## src/rtl/sdc_cmd_serializer.sv

```systemverilog
// Parallel-to-serial SD command serializer, MSB first, paced by shift_en.
// Define SDC_CRC7_EN to replace the frame's last 8 bits with CRC7 and end bit.
module sdc_cmd_serializer #(
    parameter int unsigned FRAME_W    = 48,
    parameter bit          IDLE_LEVEL = 1'b1
) (
    input  logic               clk,
    input  logic               reset,
    input  logic               load_valid,
    output logic               load_ready,
    input  logic [FRAME_W-1:0] full_cmd,
    input  logic               shift_en,
    output logic               command,
    output logic               busy,
    output logic               done
);

    localparam int unsigned CW = $clog2(FRAME_W + 1);

    typedef enum logic [1:0] {StIdle, StShift, StDone} state_e;

    state_e             state_q, state_d;
    logic [FRAME_W-1:0] sreg_q, sreg_d;
    logic [CW-1:0]      count_q, count_d;
    logic               last_bit;
    logic               line_bit;

    // count_q is the index of the bit currently on the line
    assign last_bit = (count_q == CW'(FRAME_W - 1));

`ifdef SDC_CRC7_EN
    logic [6:0] crc_q, crc_d;
    logic       crc_phase;
    logic [2:0] crc_idx;

    assign crc_phase = (count_q >= CW'(FRAME_W - 8)) && !last_bit;
    assign crc_idx   = 3'(CW'(FRAME_W - 2) - count_q);

    always_comb begin
        line_bit = sreg_q[FRAME_W-1];
        if (last_bit) begin
            line_bit = 1'b1;
        end else if (crc_phase) begin
            line_bit = crc_q[crc_idx];
        end
    end

    // CRC accumulates the payload bits only, then holds while it is sent
    always_comb begin
        crc_d = crc_q;
        if (state_q == StIdle && load_valid) begin
            crc_d = '0;
        end else if (state_q == StShift && shift_en && !crc_phase && !last_bit) begin
            crc_d = {crc_q[5:0], 1'b0} ^ ({7{line_bit ^ crc_q[6]}} & 7'h09);
        end
    end

    always_ff @(posedge clk) begin
        if (reset) begin
            crc_q <= '0;
        end else begin
            crc_q <= crc_d;
        end
    end
`else
    assign line_bit = sreg_q[FRAME_W-1];
`endif

    always_comb begin
        state_d    = state_q;
        sreg_d     = sreg_q;
        count_d    = count_q;
        load_ready = 1'b0;
        busy       = 1'b0;
        done       = 1'b0;
        command    = IDLE_LEVEL;
        unique case (state_q)
            StIdle: begin
                load_ready = 1'b1;
                if (load_valid) begin
                    sreg_d  = full_cmd;
                    count_d = '0;
                    state_d = StShift;
                end
            end
            StShift: begin
                busy    = 1'b1;
                command = line_bit;
                if (shift_en) begin
                    sreg_d  = {sreg_q[FRAME_W-2:0], IDLE_LEVEL};
                    count_d = count_q + CW'(1);
                    if (last_bit) begin
                        state_d = StDone;
                    end
                end
            end
            StDone: begin
                done    = 1'b1;
                state_d = StIdle;
            end
            default: state_d = StIdle;
        endcase
    end

    always_ff @(posedge clk) begin
        if (reset) begin
            state_q <= StIdle;
            sreg_q  <= {FRAME_W{IDLE_LEVEL}};
            count_q <= '0;
        end else begin
            state_q <= state_d;
            sreg_q  <= sreg_d;
            count_q <= count_d;
        end
    end

endmodule

```

## config.mk

```make
export PLATFORM = sky130hd
export DESIGN_NAME = sdc_cmd_serializer
export DESIGN_NICKNAME = d
export VERILOG_FILES = /design/src/rtl/sdc_cmd_serializer.sv
export SDC_FILE = /design/constraint.sdc
export NUM_CORES = 1
export LEC_CHECK = 0
export CORE_MARGIN = 10
export CORE_UTILIZATION = 50
export DETAILED_ROUTE_END_ITERATION = 8
export PLACE_DENSITY = 0.91
export SLEW_MARGIN = 5
export SYNTH_ARGS = -nofsm -noshare
export SYNTH_HDL_FRONTEND = slang
export SYNTH_SLANG_ARGS = --single-unit
```

## constraint.sdc

```tcl
create_clock -name clk -period 3.5 [get_ports clk]
set_clock_uncertainty 0.15 [all_clocks]
set_input_delay 0.7 -clock clk [delete_from_list [all_inputs] [get_ports clk]]
set_output_delay 0.7 -clock clk [all_outputs]
set_load 0.02 [all_outputs]
```

# After elaboration in Yosys (flattened, before gate mapping)
# Cells that the tools add are included.
word_totals:
  input_bits: 52
  output_inout_bits: 4
  register_bits: 56
  elab_cells: 28
classes:
  n_mux: 14
  n_reduce_logical: 4
  n_eq_ne: 6
  addsub: 1
op_table:
  columns: ["cell", "count"]
  rows:
  - ["$mux W48", 2]
  - ["$pmux W48 S2", 1]
  - ["$mux W6", 2]
  - ["$pmux W6 S2", 1]
  - ["$add A6 B1 Y6 const B", 1]
  - ["$eq A6 B6 Y1 const B", 1]
  - ["$mux W2", 3]
  - ["$ne A2 B2 Y1 const B", 3]
  - ["$reduce_and A3 Y1", 2]
  - ["$mux W1", 4]
  - ["$pmux W2 S2", 1]
  - ["$eq A2 B1 Y1 const B", 1]
  - ["$eq A2 B2 Y1 const B", 1]
  - ["$logic_not A2 Y1", 1]
  - ["$reduce_bool A2 Y1", 1]

# Logic depth before layout (Yosys ltp)
# Gate-level depths: netlist of run 1.
logic_depth:
  ltp_word: 4
  mapped_depth: 7
  mapped_depth_nobuf: 4

# Worst setup path after synthesis of run 1
# OpenSTA, ideal clock, no wires.
synth_path:
  path_kind: "reg2out"
  start: "register state_q[0]"
  end: "output port command"
  stages_incl_launch_ff: 7
  slack_ns: 1.551
  arrival_time_ns: 1.099
  path_buffers: 3
  cell_sequence: "dfxtp_1 buf_6 nand2b_1 clkbuf_2 inv_1 buf_2 nand2b_1"
synth_via:
  elab_chain_len: 2
synth_rtl:
  columns: ["item", "line", "text"]
  rows:
  - ["start, declared", "22", "state_e state_q, state_d;"]
  - ["start signal, assigned", "107", "state_q <= StIdle;"]
  - ["start signal, assigned", "111", "state_q <= state_d;"]
  - ["$eq A2 B1 Y1", "77", "unique case (state_q)"]
  - ["$mux W1", "77", null]
  - ["end, declared", "13", "output logic command,"]
# Every way passes these cells.

# Worst setup path in the final report of run 1
layout_path:
  start: "register state_q[0]"
  end: "output port busy"
layout_via:
  elab_chain_len: 2
layout_rtl:
  columns: ["item", "line", "text"]
  rows:
  - ["$eq A2 B1 Y1", "77", null]
  - ["$mux W1", "77", null]
  - ["end, declared", "14", "output logic busy,"]
# Every way passes these cells.

==> impl_metrics.tcl, run 1 <==
set metrics [dict create \
    min_path_type "reg2reg" \
    cts_setup_buffers 0 \
    rsz0062_at_grt "false" \
    vias 2474 \
    hpwl_mm 4.45 \
    layout-drive-gt1-share_pct 5.29 \
    portBuffers 55 \
    min_path_cells 2 \
    antenna_found_initial 0 \
    critPathKind "reg2out" \
    fin_crit_ps 2810 \
    path_max_fanout 23 \
    max_slew_margin_pct 67.6 \
    grt_pass1_vias 2340 \
    fin_crit_sh_pct 80.3 \
    setup_tns_ps 0 \
    crit_chain "nand2b_2 -> inv_1 -> buf_4 -> clkdlybuf4s50_1" \
    max_freq_mhz 356 \
    cts_made_buffers 5 \
    cp-start-kind "flip-flop" \
    crit_required_ps 2650 \
    postSynthAreaPerCell_um2 7.95 \
    p_leak_uw 0.00111 \
    insertion_delay_ps 300 \
    cts_tree "built" \
    critPathSlowestCell "clkdlybuf4s50_1" \
    worstMarginPinSlew_ps 486 \
    finalNetCount 411 \
    wl_mm 6.54 \
    cts_resized 0 \
    yosysMostFrequentCell "nor2_1" \
    rows 25 \
    overflow 0 \
    synth_seq_area_share_pct 43.8 \
    r2r_slack_ps 1480 \
    fin_cells 426 \
    track_usage_pct 15.1 \
    initialDrtViolationCount 307 \
    p_per_area_mw_per_mm2 410 \
    drc 0 \
    htreeDepth 2 \
    cp_num_buf_inv 3 \
    die-area_mm2 0.00838 \
    io_pins 56 \
    netlist_top_cells_area "dfxtp_1, nor2_1, o311ai_1" \
    synth_area_mm2 0.00256 \
    async_flop_share_pct 0 \
    dp_cells 418 \
    r2r-end "sreg_q[30]" \
    start_util_pct 52.8 \
    grt_max_degree 60 \
    die_h_um 91.6 \
    dr.pass1.iters 5 \
    die_w_um 91.6 \
    path_clk_slew_ps 90 \
    r2r_start "state_q[0]" \
    hold_viol_final 0 \
    ant_nets 0 \
    synthCells 322 \
    setup_slack_ps 689 \
    report.final.setup_viol 0 \
    pre_cts_slack_ps 858 \
    final_util_pct 65.7 \
    viasPerCell 5.81 \
    ir_worst_vdd_v 0.000231 \
    report.final.slew_viol_count 0 \
    yosys.cell_types.count 30 \
    end_kind "output port" \
    syn2layout_area_growth_pct 24.3 \
    synth-edff-count 0 \
    arrival_ps 1960 \
    n_antenna_cell 0 \
    clock-sinks 56 \
    syn_nets 375 \
    wl_per_cell_um 15.3 \
    ys.flop_type "dfxtp_1" \
    path_delay_family "buffers and inverters" \
    cts-root-buf "clkbuf_8" \
    clk_path_buf_depth 2 \
    design.core.area_mm2 0.00485 \
    synth_top_area_share_pct 43.8 \
    cts_hold_buf 0 \
    hp-start "count_q[5]" \
    place.gp.congestion 0.824 \
    synthTopCellsByCount "nor2_1, dfxtp_1, o21ai_0, o311ai_1" \
    yosys.area.top_type "dfxtp_1" \
    crit_path_max_incr_delay_ps 660 \
    min_to "count_q[5]" \
    yosys_warnings 0 \
    status "finished clean" \
    drv_cap 0 \
    ys_ff_latch 56 \
    reg2regPathDepth 4 \
    grt_pass1_wl_mm 10.9 \
]
==> how the worst max path moves through the flow <==
stage          startpoint  slack, ps    endpoint  cells after the start
3_3_place_gp     shift_en       1050  sreg_q[36]                      5
4_1_cts        state_q[0]        690     command                      5
5_1_grt        state_q[0]        570     command                      5
6_report       state_q[0]        690        busy                      4
3_5_place_dp     shift_en        860  sreg_q[35]                      5
2_1_floorplan  state_q[0]       1550     command                      6
==> cells in the final DEF, fill, tap and decap left out, drive strengths merged <==
cell type,Yosys,routed
nand3,1,1
nand2b,3,3
or2,2,2
nand4,1,1
o311ai,47,47
ha,1,1
clkbuf,19,8
nor2,97,97
o31ai,2,2
or4,3,3
buf,15,8
nand4b,1,1
dfxtp,56,56
mux2i,1,1
or4b,1,1
or3b,1,1
or3,1,1
clkdlybuf4s50,0,55
inv,3,3
and3,1,1
nor3,1,1
a2111oi,1,1
nand2,3,3
a21o,1,1
o21ai,52,52
a21oi,8,8
==> cell type report <==
class	count	area (um^2)
Fill cell	420	1670
Clock buffer	8	90.1
Timing Repair Buffer	63	611
Inverter	3	11.3
Tap cell	67	83.8
Multi-Input combinational cell	229	1270
Sequential cell	56	1120
==> registers in the layout (all words and copies together) (netlist names) <==
name / cells
state_q: 2
sreg_q: 48
count_q: 6
==> power breakdown <==
part | internal (uW) | switching, uW | leakage (uW) | total, uW
logic | 114 | 119 | 0.000601 | 233
registers | 690 | 27.7 | 0.000465 | 718
clock network | 162 | 193 | 0.0000455 | 354
==> kinds of logic (layout without fill, tap and decap cells) <==
group | count (synthesis) | after routing | share of synthesized area (%)
compound gates | 111 | 111 | 29.0
fa+ha+maj | 1 | 1 | 0.489
buf+inv | 37 | 74 | 7.33
flops | 56 | 56 | 43.8
mux | 1 | 1 | 0.391
simple gates | 116 | 116 | 19.0
==> per-stage QoR <==
| stage | cell area, um^2 | hold WS (ps) | total power (uW) |
|---|---|---|---|
| 6_report | 3180 | 353 | 1310 |
| 5_1_grt | 3180 | 373 | 1370 |
| 4_1_cts | 3180 | 351 | 1310 |
| 3_5_place_dp | 3090 | 336 | 963 |
| 3_3_place_gp | 3090 | 329 | 953 |
| 2_1_floorplan | 2560 | 302 | 868 |
==> worst reg2reg max path, stage by stage, from the launching register on <==
cell,delay [ps]
dfxtp_1,560
mux2i_4,430
buf_4,430
o21ai_0,170
o311ai_0,150
==> per-layer routing <==
| metal | track usage, % | up-vias | share of wire, % |
|---|---|---|---|
| met5 | 0 | - | 0 |
| met4 | 4.18 | 0 | 1.3 |
| met3 | 2.96 | 9 | 4.3 |
| met2 | 25.8 | 69 | 52 |
| met1 | 18.7 | 1165 | 43 |
| li1 | - | 1231 | - |
(Power assumes the default switching activity.)
==> inputs of run 2 (changes only) <==
Clock period 3.5 ns to 2.8 ns, I/O delays scaled along.
==> run 2 against run 1 <==
  * Total power is 23% higher
  * Via count is 1.4% higher
  * Sequential share of layout area hardly changed
  * Critical path depth stayed put
  * Die area stayed put
  * Clock power is 17% higher
  * Final cell count is 0.23% higher
==> impl_metrics.tcl, run 2 (synthesis gave the netlist of run 1 again) <==
set metrics [dict create \
    status "finished clean" \
    cts_hold_buf 0 \
    n_antenna_cell 0 \
    critPathSlowestCell "dfxtp_1" \
    pwr-share-seq_pct 56.0 \
    max_freq_mhz 405 \
    multi_input_area_mm2 0.00127 \
    n_fill_cell 404 \
    ir_worst_vdd_v 0.000429 \
    io_pins 56 \
    p_leak_uw 0.00112 \
    cts_setup_buffers 0 \
    finalNetCount 413 \
    p_int_uw 1180 \
    p_sw_share_pct 26.5 \
    die_h_um 91.6 \
    r2r-end "sreg_q[33]" \
    cts_resized 0 \
    layout-drive-gt1-share_pct 5.83 \
    arrival_ps 1760 \
    vias 2508 \
    met1_usage_pct 18.7 \
    hold_viol_final 0 \
    regMostFlops "sreg_q" \
    min_path_type "reg2reg" \
    endpoint "command" \
    cts_tree "built" \
    insertion_delay_ps 300 \
    clock-sinks 56 \
    path_delay_family "buffers and inverters" \
    dp_cells 420 \
    wl_mm 6.56 \
    r2r_slack_ps 850 \
    syn2layout_area_growth_pct 24.4 \
    ant_nets 0 \
    fin_crit_ps 2470 \
    max_slew_margin_pct 68.1 \
    wl_per_cell_um 15.4 \
    grt_pass1_vias 2412 \
    crit_chain "nand2b_2 -> inv_1 -> nand2b_1 -> clkdlybuf4s50_1" \
    setup_tns_ps 0 \
    antenna_found_initial 0 \
    final_common_cell "nor2_1" \
    clk_path_buf_depth 2 \
    path_depth 4 \
    seq_area_mm2 0.00112 \
    path_clk_slew_ps 90 \
    die-area_mm2 0.00838 \
    largest_reg_flops 48 \
    track_usage_pct 15.3 \
    fin_crit_sh_pct 88.1 \
    report.final.setup_viol 0 \
    hold_slack_ps 353 \
    viasPerCell 5.87 \
    clockPowerShare_pct 25.9 \
    r2r_start "state_q[0]" \
    reg_top3 "sreg_q (48), count_q (6), state_q (2)" \
    drc 0 \
    worstSetupStartpoint "state_q[0]" \
    rsz0062_at_grt "false" \
    crit_required_ps 2090 \
    portBuffers 55 \
    worstMarginPinSlew_ps 478 \
    rows 25 \
    overflow 0 \
    htreeDepth 2 \
    report.final.slew_viol_count 0 \
    critPathKind "reg2out" \
    grt_max_degree 50 \
    drv_cap 0 \
    cp_num_buf_inv 2 \
    place.gp.congestion 0.834 \
    design.core.area_mm2 0.00485 \
    grt_use_met2_pct 26.5 \
    hpwl_mm 4.60 \
    p_per_area_mw_per_mm2 503 \
    fin_cells 427 \
    comb_power_share_pct 18.2 \
    grt_util_met3_pct 3.46 \
    p_switching_uw 425 \
    die_w_um 91.6 \
    path_max_fanout 9 \
    mostFrequentLayoutCells "nor2_1, dfxtp_1, clkdlybuf4s50_1, o21ai_0, o311ai_1" \
    grt.busiest_layer "met2" \
    grt_pass1_wl_mm 11.1 \
    dr.pass1.iters 4 \
    reg2regPathDepth 4 \
    crit_path_max_incr_delay_ps 560 \
    cp-start-kind "flip-flop" \
    cts_made_buffers 5 \
    start_util_pct 52.8 \
    cts-root-buf "clkbuf_8" \
    power.total_uw 1600 \
    initialDrtViolationCount 272 \
    end_kind "output port" \
]
==> run 2: cell count changes in the layout (fill, tap and decap cells not counted), sizes merged <==
cell    delta
clkbuf     -2
buf        +2
clkinv     +1
==> run 2: power groups by stage <==
stage | Combinational (uW) | Clock, uW | Sequential (uW)
after floorplan | 183 | 0 | 902
after global placement | 282 | 0 | 911
after detailed placement | 292 | 0 | 913
after CTS | 294 | 419 | 896
after global routing | 326 | 453 | 904
final | 292 | 414 | 897
==> run 2: how the worst min path moves through the flow <==
stage               start          to  slack, ps  cells past startpoint
2_1_floorplan  count_q[5]  count_q[5]        300                      2
3_3_place_gp   count_q[5]  count_q[5]        320                      2
3_5_place_dp   count_q[1]  count_q[1]        340                      2
4_1_cts        count_q[1]  count_q[1]        350                      2
5_1_grt        count_q[5]  count_q[5]        370                      2
6_report       count_q[5]  count_q[5]        350                      2
==> run 2: through the flow <==
| stage | setup slack [ps] | cell area, um^2 | util, % |
|---|---|---|---|
| 2_1_floorplan | 991 | 2560 | - |
| 4_1_cts | 328 | 3190 | 65.7 |
| 6_report | 333 | 3190 | 65.7 |
| 3_5_place_dp | 334 | 3110 | 64.1 |
| 5_1_grt | 227 | 3190 | 65.7 |
| 3_3_place_gp | 482 | 3110 | 64.1 |
==> run 2: tightest hold or removal path: stages (launching register included) <==
cell and delay [ps]:
dfxtp_1 330, o31ai_1 70, a21oi_1 60
==> run 2: layout make-up <==
class                      instances  share of cell area (%)
timing repair buffer              65                    19.6
tap                               67                    2.63
sequential                        56                    35.2
inverter                           3                   0.353
clock buffer                       6                    2.28
multi-input combinational        229                    39.7
clock inverter                     1                   0.157
==> run 2: routing by layer <==
metal	wire [um]	vias to the layer above	share of wire (%)
met5	0	-	0
met4	65	0	0.99
li1	-	1240	-
met3	262	7	4.0
met1	2780	1192	42
met2	3440	69	53
==> inputs of run 3 (changes only) <==
Settings changed: CAP_MARGIN set to 0.
==> results of run 3 <==
Same layout as run 2: the final DEF is identical, and so are final timing and power.
